==> src/rtl/fp32_pkg.sv <==
// rtl/fp32_pkg.sv - shared FP32 field widths, constants and divider FSM encoding
package fp32_pkg;
  localparam int EXP_W = 8;
  localparam int MAN_W = 23;
  localparam int BIAS = 127;
  localparam int QBITS_DEF = 26;
  localparam logic [31:0] QNAN_DEF = 32'h7FC0_0000;
  localparam logic [31:0] INF = 32'h7F80_0000;

  typedef enum logic [1:0] {
    IDLE   = 2'd0,
    DIVIDE = 2'd1,
    ROUND  = 2'd2,
    DONE   = 2'd3
  } state_t;
endpackage

==> src/rtl/fp32_classify.sv <==
// rtl/fp32_classify.sv - combinational FP32 field split and operand classification
module fp32_classify
  import fp32_pkg::*;
(
  input  logic [31:0]      word,
  output logic             sign,
  output logic [EXP_W-1:0] exp,
  output logic [MAN_W:0]   man24,
  output logic             is_zero,
  output logic             is_inf,
  output logic             is_nan,
  output logic             is_sub
);
  logic exp_max;
  logic exp_min;
  logic man_nz;

  assign sign    = word[31];
  assign exp     = word[MAN_W +: EXP_W];
  assign man_nz  = |word[MAN_W-1:0];
  assign exp_max = &exp;
  assign exp_min = ~|exp;
  // Hidden bit is zero only for zero/subnormal encodings.
  assign man24   = {~exp_min, word[MAN_W-1:0]};
  assign is_zero = exp_min & ~man_nz;
  assign is_sub  = exp_min & man_nz;
  assign is_inf  = exp_max & ~man_nz;
  assign is_nan  = exp_max & man_nz;
endmodule

==> src/rtl/fp32_divider_seq.sv <==
// rtl/fp32_divider_seq.sv - sequential FP32 divider, restoring mantissa division, one bit per cycle
module fp32_divider_seq
  import fp32_pkg::*;
#(
  parameter logic [31:0] QNAN  = QNAN_DEF,
  parameter int          QBITS = QBITS_DEF
) (
  input  logic        clk,
  input  logic        rst,
  input  logic        in_valid,
  output logic        in_ready,
  input  logic [31:0] in_1,
  input  logic [31:0] in_2,
  output logic        out_valid,
  input  logic        out_ready,
  output logic [31:0] out,
  output logic        dz,
  output logic        ovf,
  output logic        unf
);
  state_t state;

  logic        a_sign, a_zero_raw, a_inf, a_nan, a_sub;
  logic        b_sign, b_zero_raw, b_inf, b_nan, b_sub;
  logic [7:0]  a_exp, b_exp;
  logic [23:0] a_man, b_man;

  fp32_classify u_cls_a (.word(in_1), .sign(a_sign), .exp(a_exp), .man24(a_man),
                         .is_zero(a_zero_raw), .is_inf(a_inf), .is_nan(a_nan), .is_sub(a_sub));
  fp32_classify u_cls_b (.word(in_2), .sign(b_sign), .exp(b_exp), .man24(b_man),
                         .is_zero(b_zero_raw), .is_inf(b_inf), .is_nan(b_nan), .is_sub(b_sub));

  logic        res_sign, a_zero, b_zero, lt;
  logic [9:0]  e0;
  logic        sp_hit, sp_dz;
  logic [31:0] sp_out;

  assign res_sign = a_sign ^ b_sign;
  assign a_zero   = a_zero_raw | a_sub;
  assign b_zero   = b_zero_raw | b_sub;
  assign lt       = a_man < b_man;
  // Pre-normalising the dividend keeps the quotient in [1,2).
  assign e0       = {2'b00, a_exp} - {2'b00, b_exp} + 10'(BIAS) - {9'd0, lt};

  always_comb begin
    sp_hit = 1'b1;
    sp_dz  = 1'b0;
    sp_out = 32'd0;
    if (a_nan | b_nan | (a_zero & b_zero) | (a_inf & b_inf)) begin
      sp_out = QNAN;
    end else if (a_inf) begin
      sp_out = {res_sign, INF[30:0]};
    end else if (b_zero) begin
      sp_out = {res_sign, INF[30:0]};
      sp_dz  = 1'b1;
    end else if (a_zero | b_inf) begin
      sp_out = {res_sign, 31'd0};
    end else begin
      sp_hit = 1'b0;
    end
  end

  logic               q_sign;
  logic signed [9:0]  q_exp;
  logic [24:0]        rem;
  logic [23:0]        divisor;
  logic [QBITS-2:0]   q;
  logic [4:0]         cnt;

  logic        ge;
  logic [24:0] rem_keep;
  assign ge       = rem >= {1'b0, divisor};
  assign rem_keep = ge ? (rem - {1'b0, divisor}) : rem;

  logic               rup, carry;
  logic [23:0]        frac_r;
  logic signed [9:0]  exp_r;
  assign rup    = q[1] & (q[0] | (|rem) | q[2]);
  assign frac_r = {1'b0, q[QBITS-2:2]} + {23'd0, rup};
  assign carry  = frac_r[23];
  assign exp_r  = q_exp + {9'd0, carry};

  assign in_ready = (state == IDLE) & ~rst;

  always_ff @(posedge clk or posedge rst) begin
    if (rst) begin
      state     <= IDLE;
      out       <= 32'd0;
      out_valid <= 1'b0;
      dz        <= 1'b0;
      ovf       <= 1'b0;
      unf       <= 1'b0;
      q_sign    <= 1'b0;
      q_exp     <= '0;
      rem       <= '0;
      divisor   <= '0;
      q         <= '0;
      cnt       <= '0;
    end else begin
      case (state)
        IDLE: if (in_valid) begin
          dz      <= 1'b0;
          ovf     <= 1'b0;
          unf     <= 1'b0;
          q_sign  <= res_sign;
          q_exp   <= e0;
          rem     <= lt ? {a_man, 1'b0} : {1'b0, a_man};
          divisor <= b_man;
          q       <= '0;
          cnt     <= '0;
          if (sp_hit) begin
            out   <= sp_out;
            dz    <= sp_dz;
            state <= DONE;
          end else begin
            state <= DIVIDE;
          end
        end
        DIVIDE: begin
          q   <= {q[QBITS-3:0], ge};
          rem <= rem_keep << 1;
          cnt <= cnt + 5'd1;
          if (cnt == 5'(QBITS - 1)) state <= ROUND;
        end
        ROUND: begin
          out_valid <= 1'b1;
          state     <= DONE;
          if (exp_r >= 10'sd255) begin
            out <= {q_sign, INF[30:0]};
            ovf <= 1'b1;
          end else if (exp_r <= 10'sd0) begin
            out <= {q_sign, 31'd0};
            unf <= 1'b1;
          end else begin
            out <= {q_sign, exp_r[7:0], frac_r[22:0]};
          end
        end
        DONE: begin
          // Special results arrive here with out_valid still low; raise it one edge later.
          if (!out_valid) begin
            out_valid <= 1'b1;
          end else if (out_ready) begin
            out_valid <= 1'b0;
            state     <= IDLE;
          end
        end
        default: state <= IDLE;
      endcase
    end
  end
endmodule

==> config.mk <==
export PLATFORM = sky130hd
export DESIGN_NAME = fp32_divider_seq
export DESIGN_NICKNAME = d
export VERILOG_FILES = /design/src/rtl/fp32_pkg.sv /design/src/rtl/fp32_classify.sv /design/src/rtl/fp32_divider_seq.sv
export SDC_FILE = /design/constraint.sdc
export NUM_CORES = 1
export LEC_CHECK = 0
export CORE_AREA = 8 8 163 165
export CTS_BUF_LIST = sky130_fd_sc_hd__clkbuf_4 sky130_fd_sc_hd__clkbuf_8
export DETAILED_ROUTE_END_ITERATION = 8
export DIE_AREA = 0 0 171 173
export DONT_BUFFER_PORTS = 1
export GPL_TIMING_DRIVEN = 0
export PLACE_DENSITY = 0.5
export SYNTH_ARGS = -nofsm -noshare
export SYNTH_HDL_FRONTEND = slang
export SYNTH_SLANG_ARGS = --single-unit
==> constraint.sdc <==
create_clock -name clk -period 8.6 [get_ports clk]
set_input_delay 0.43 -clock clk [delete_from_list [all_inputs] [get_ports clk]]
set_output_delay 0.43 -clock clk [all_outputs]
set_load 0.005 [all_outputs]
==> run summary <==
======================================================================================
Required arrival time at the worst endpoint                                    8950 ps
Routability-driven placement congestion ratio                                    0.891
Slew at the pin closest to its max-slew limit                                   800 ps
Part of the power in combinational logic                                         57.2%
Placeable core region                                                       24000 um^2
Antenna-violating nets left                                                          0
Leftover overflow at the end of global routing                                       0
Detailed placer's ending HPWL                                                 21000 um
Count of pins on the block boundary                                                105
Lkg Pwr                                                                        4.25 nW
Number of buffers created by CTS                                                    17
Slowest stage cell on the critical path                                   sky130_fd_sc_hd__or4_1
Hold crit path type                                                       input port to flop
Number of antenna violations at the first check in global routing                    1
Initial standard-cell utilization of the core                                    37.3%
Sw Ratio                                                                         48.9%
Die extent in y                                                                 173 um
Clock root buffer                                                         sky130_fd_sc_hd__clkbuf_8
Post-synth cell types                                                               66
Max-slew violation count                                                             0
Worst-path cell chain                                                     or4_1, nor2_2, ha_1, nand4_1, nor3_1, a21oi_1, o311ai_1, a31oi_4, buf_6, inv_1, ha_1, ha_1, fa_1, a21oi_1, o21bai_1, a21o_1, a21oi_1, nor2b_1, o41ai_1
Cell internal power dissipation                                                1.76 mW
Number of H-tree levels                                                              4
Critical path class                                                       input port to flop
Worst voltage drop across the vdd grid                                          104 uV
Maximum number of pins on one net before global-route repair                        89
Top achievable clock speed                                                     219 MHz
Fraction of final layout cells with drive strength greater than 1                8.42%
Setup Viol. Count Final                                                              0
Layout overhead on the synthesized area                                          9.16%
Die Width                                                                       171 um
Net count of the finished layout                                                  1175
Maximum buffer depth of the clock tree                                               2
Unrepaired setup endpoints after global routing                                  false
Part of the cycle the worst path needs                                           53.0%
Switching pwr                                                                  1.68 mW
Slack of the critical path                                                     4040 ps
Clock tree from TritonCTS                                                        built
Total power density per cell area                                          353 nW/um^2
Smallest hold slack                                                            88.6 ps
Worst relative slew slack                                                        46.2%
Most frequent standard cell in the layout excluding fill and tap cells    sky130_fd_sc_hd__dfrtp_1
Worst clock skew                                                               14.2 ps
Post-synthesis sequential area ratio                                             35.8%
Final routed DRC violation total                                                     0
Syn nets                                                                          1154
Number of cell rows                                                                 57
Drt first pass iters                                                                 5
Synthesized instance count                                                        1011
Clock slew at the register clock pins of the worst setup and hold paths          90 ps
Main flop type after synthesis                                            sky130_fd_sc_hd__dfrtp_1
Global-route wire length before repair                                        42900 um
Sum of negative setup slack                                                       0 ps
Number of flops mapped to enable cells by yosys                                      0
Clock net sink count                                                               128
Global-route usage over all layers                                               18.5%
Area of the mapped netlist                                                   8940 um^2
Element type at the critical path end                                             flop
Detailed Route Iter0 Violations                                                    561
Setup slack at placement                                                       3660 ps
Number of cells upsized or downsized after cts                                       0
Top library cells by usage in the layout, fill and taps aside             128 x sky130_fd_sc_hd__dfrtp_1, 114 x sky130_fd_sc_hd__nand2_1, 83 x sky130_fd_sc_hd__inv_1
Via Count                                                                         7512
Source-to-sink clock delay at the later pin of the worst-skew pair              460 ps
Startpoint Class                                                            input port
Final critical delay including setup and external delays                       4560 ps
Max Cap Viol                                                                         0
Full die area                                                               29600 um^2
FFs w/ async S/R, synth                                                           100%
Mapped Avg Cell Area                                                         8.85 um^2
Data arrival, critical path                                                    4910 ps
Average detailed-routed wire length per instance                               19.6 um
Crit path max fanout                                                                10
Ys Warns                                                                             0
Count of port buffers added during placement                                         0
Delay of the slowest cell on the worst path                                     530 ps
Part of the total power dissipated in the clock network                          14.7%
Via density                                                                       5.49
Number of global-route vias before repair                                         7458
Result of the run                                                         finished, final reports clean
Register bit total from synthesis                                                  128
Overall routed net length                                                     26800 um
Total power draw                                                               3.44 mW
Number of antenna repair diodes                                                      0
Number of failing hold endpoints at the final stage                                  0
Part of the total power dissipated in sequential elements                        28.0%
======================================================================================
per-stage QoR:
stage | area, um^2 | utilization, % | instances
after floorplan | 8940 | - | 1011
after global placement | 9350 | 39.0 | 1335
after detailed placement | 9380 | 39.2 | 1336
after CTS | 9760 | 40.7 | 1369
after global routing | 9760 | 40.7 | 1369
final | 9760 | 40.7 | 1369
cell families (layout without fill, tap and decap cells):
logic type | after synthesis | after routing | synth area share [%]
adder cells (fa/ha/maj) | 75 | 75 | 10.7
flip-flops | 128 | 128 | 35.8
multiplexers | 31 | 31 | 3.80
buffers and inverters | 123 | 157 | 5.76
AND/OR/NAND/NOR | 311 | 311 | 16.1
AO/OA/AOI/OAI | 278 | 278 | 21.4
XOR/XNOR | 65 | 65 | 6.36
power groups by stage:
stage | Clock, mW | Sequential (mW) | Combinational (mW)
floorplan | 0 | 0.915 | 1.52
global placement | 0 | 0.975 | 1.96
detailed placement | 0 | 0.981 | 1.95
CTS | 0.521 | 0.969 | 1.97
global route | 0.552 | 0.995 | 2.22
finish | 0.508 | 0.966 | 1.97
metal layers:
metal / wire length [um] / part of all wire, % / global-route usage [%] / up-vias
met5: 26 / 0.097 / 0 / -
met4: 255 / 0.95 / 3.73 / 4
met3: 2030 / 7.5 / 5.99 / 21
met2: 11800 / 44 / 27.4 / 219
met1: 12800 / 48 / 25.8 / 3594
li1: - / - / - / 3674
synthesized netlist by cell type, types with 8 or more instances:
cell type,instances,area (um^2)
sky130_fd_sc_hd__inv_1,84,315
sky130_fd_sc_hd__nand4_1,20,125
sky130_fd_sc_hd__xnor2_1,32,280
sky130_fd_sc_hd__o31ai_1,23,173
sky130_fd_sc_hd__a22o_1,19,166
sky130_fd_sc_hd__a211oi_1,9,67.6
sky130_fd_sc_hd__xor2_1,33,289
sky130_fd_sc_hd__nor4_1,19,119
sky130_fd_sc_hd__ha_1,72,901
sky130_fd_sc_hd__o21ai_0,57,285
sky130_fd_sc_hd__o21bai_1,8,60.1
sky130_fd_sc_hd__nor2_1,79,297
sky130_fd_sc_hd__dfrtp_1,128,3200
sky130_fd_sc_hd__nor3_1,13,65.1
sky130_fd_sc_hd__and3_1,8,50.1
sky130_fd_sc_hd__a21oi_1,62,310
sky130_fd_sc_hd__clkbuf_1,22,82.6
sky130_fd_sc_hd__nor2b_1,8,50.1
sky130_fd_sc_hd__nand2b_1,8,50.1
sky130_fd_sc_hd__mux2_2,17,191
sky130_fd_sc_hd__a21o_1,23,173
sky130_fd_sc_hd__o22ai_1,22,138
sky130_fd_sc_hd__nand3_1,23,115
sky130_fd_sc_hd__nand2_1,114,428
flip-flops by register name (all words and copies together), names as in the netlist, 2 cells and up:
register and count:
out 32, q 25, rem 25, divisor 24, q_exp 10, cnt 5, state 2
path summary, 6_finish.rpt:
kind | start | end | slack (ps) | cells past startpoint
setup / recovery | in_2[27] | q_exp[9] | 4040 | 19
hold / removal | out_ready | out_valid | 90 | 1
setup reg to reg | q[2] | out[1] | 4410 | 17
hold reg to reg | divisor[3] | divisor[3] | 490 | 2
max in group asynchronous | rst | divisor[17] | 7330 | 3
min in group asynchronous | rst | out[23] | 460 | 2
timing repair:
item                      in CTS  in global routing
hold buffers                   1                  0
buffers inserted               0                  0
hold endpoints to repair      40                  0
final cells by class:
class,instances,area [um^2]
Timing Repair Buffer,2,37.5
Inverter,85,324
Sequential cell,128,3200
Tap cell,324,405
Multi-Input combinational cell,760,5230
Clock buffer,17,234
Clock inverter,15,138
Fill cell,2527,14200
Buffer,38,196
worst max-delay path, delay by kind of cell:
kind | cells | cell delay, ps
AO/OA/AOI/OAI | 8 | 1600
adder cells (fa/ha/maj) | 4 | 1160
buffers and inverters | 2 | 350
AND/OR/NAND/NOR | 5 | 1360
Power figures use the tool's default switching activity.
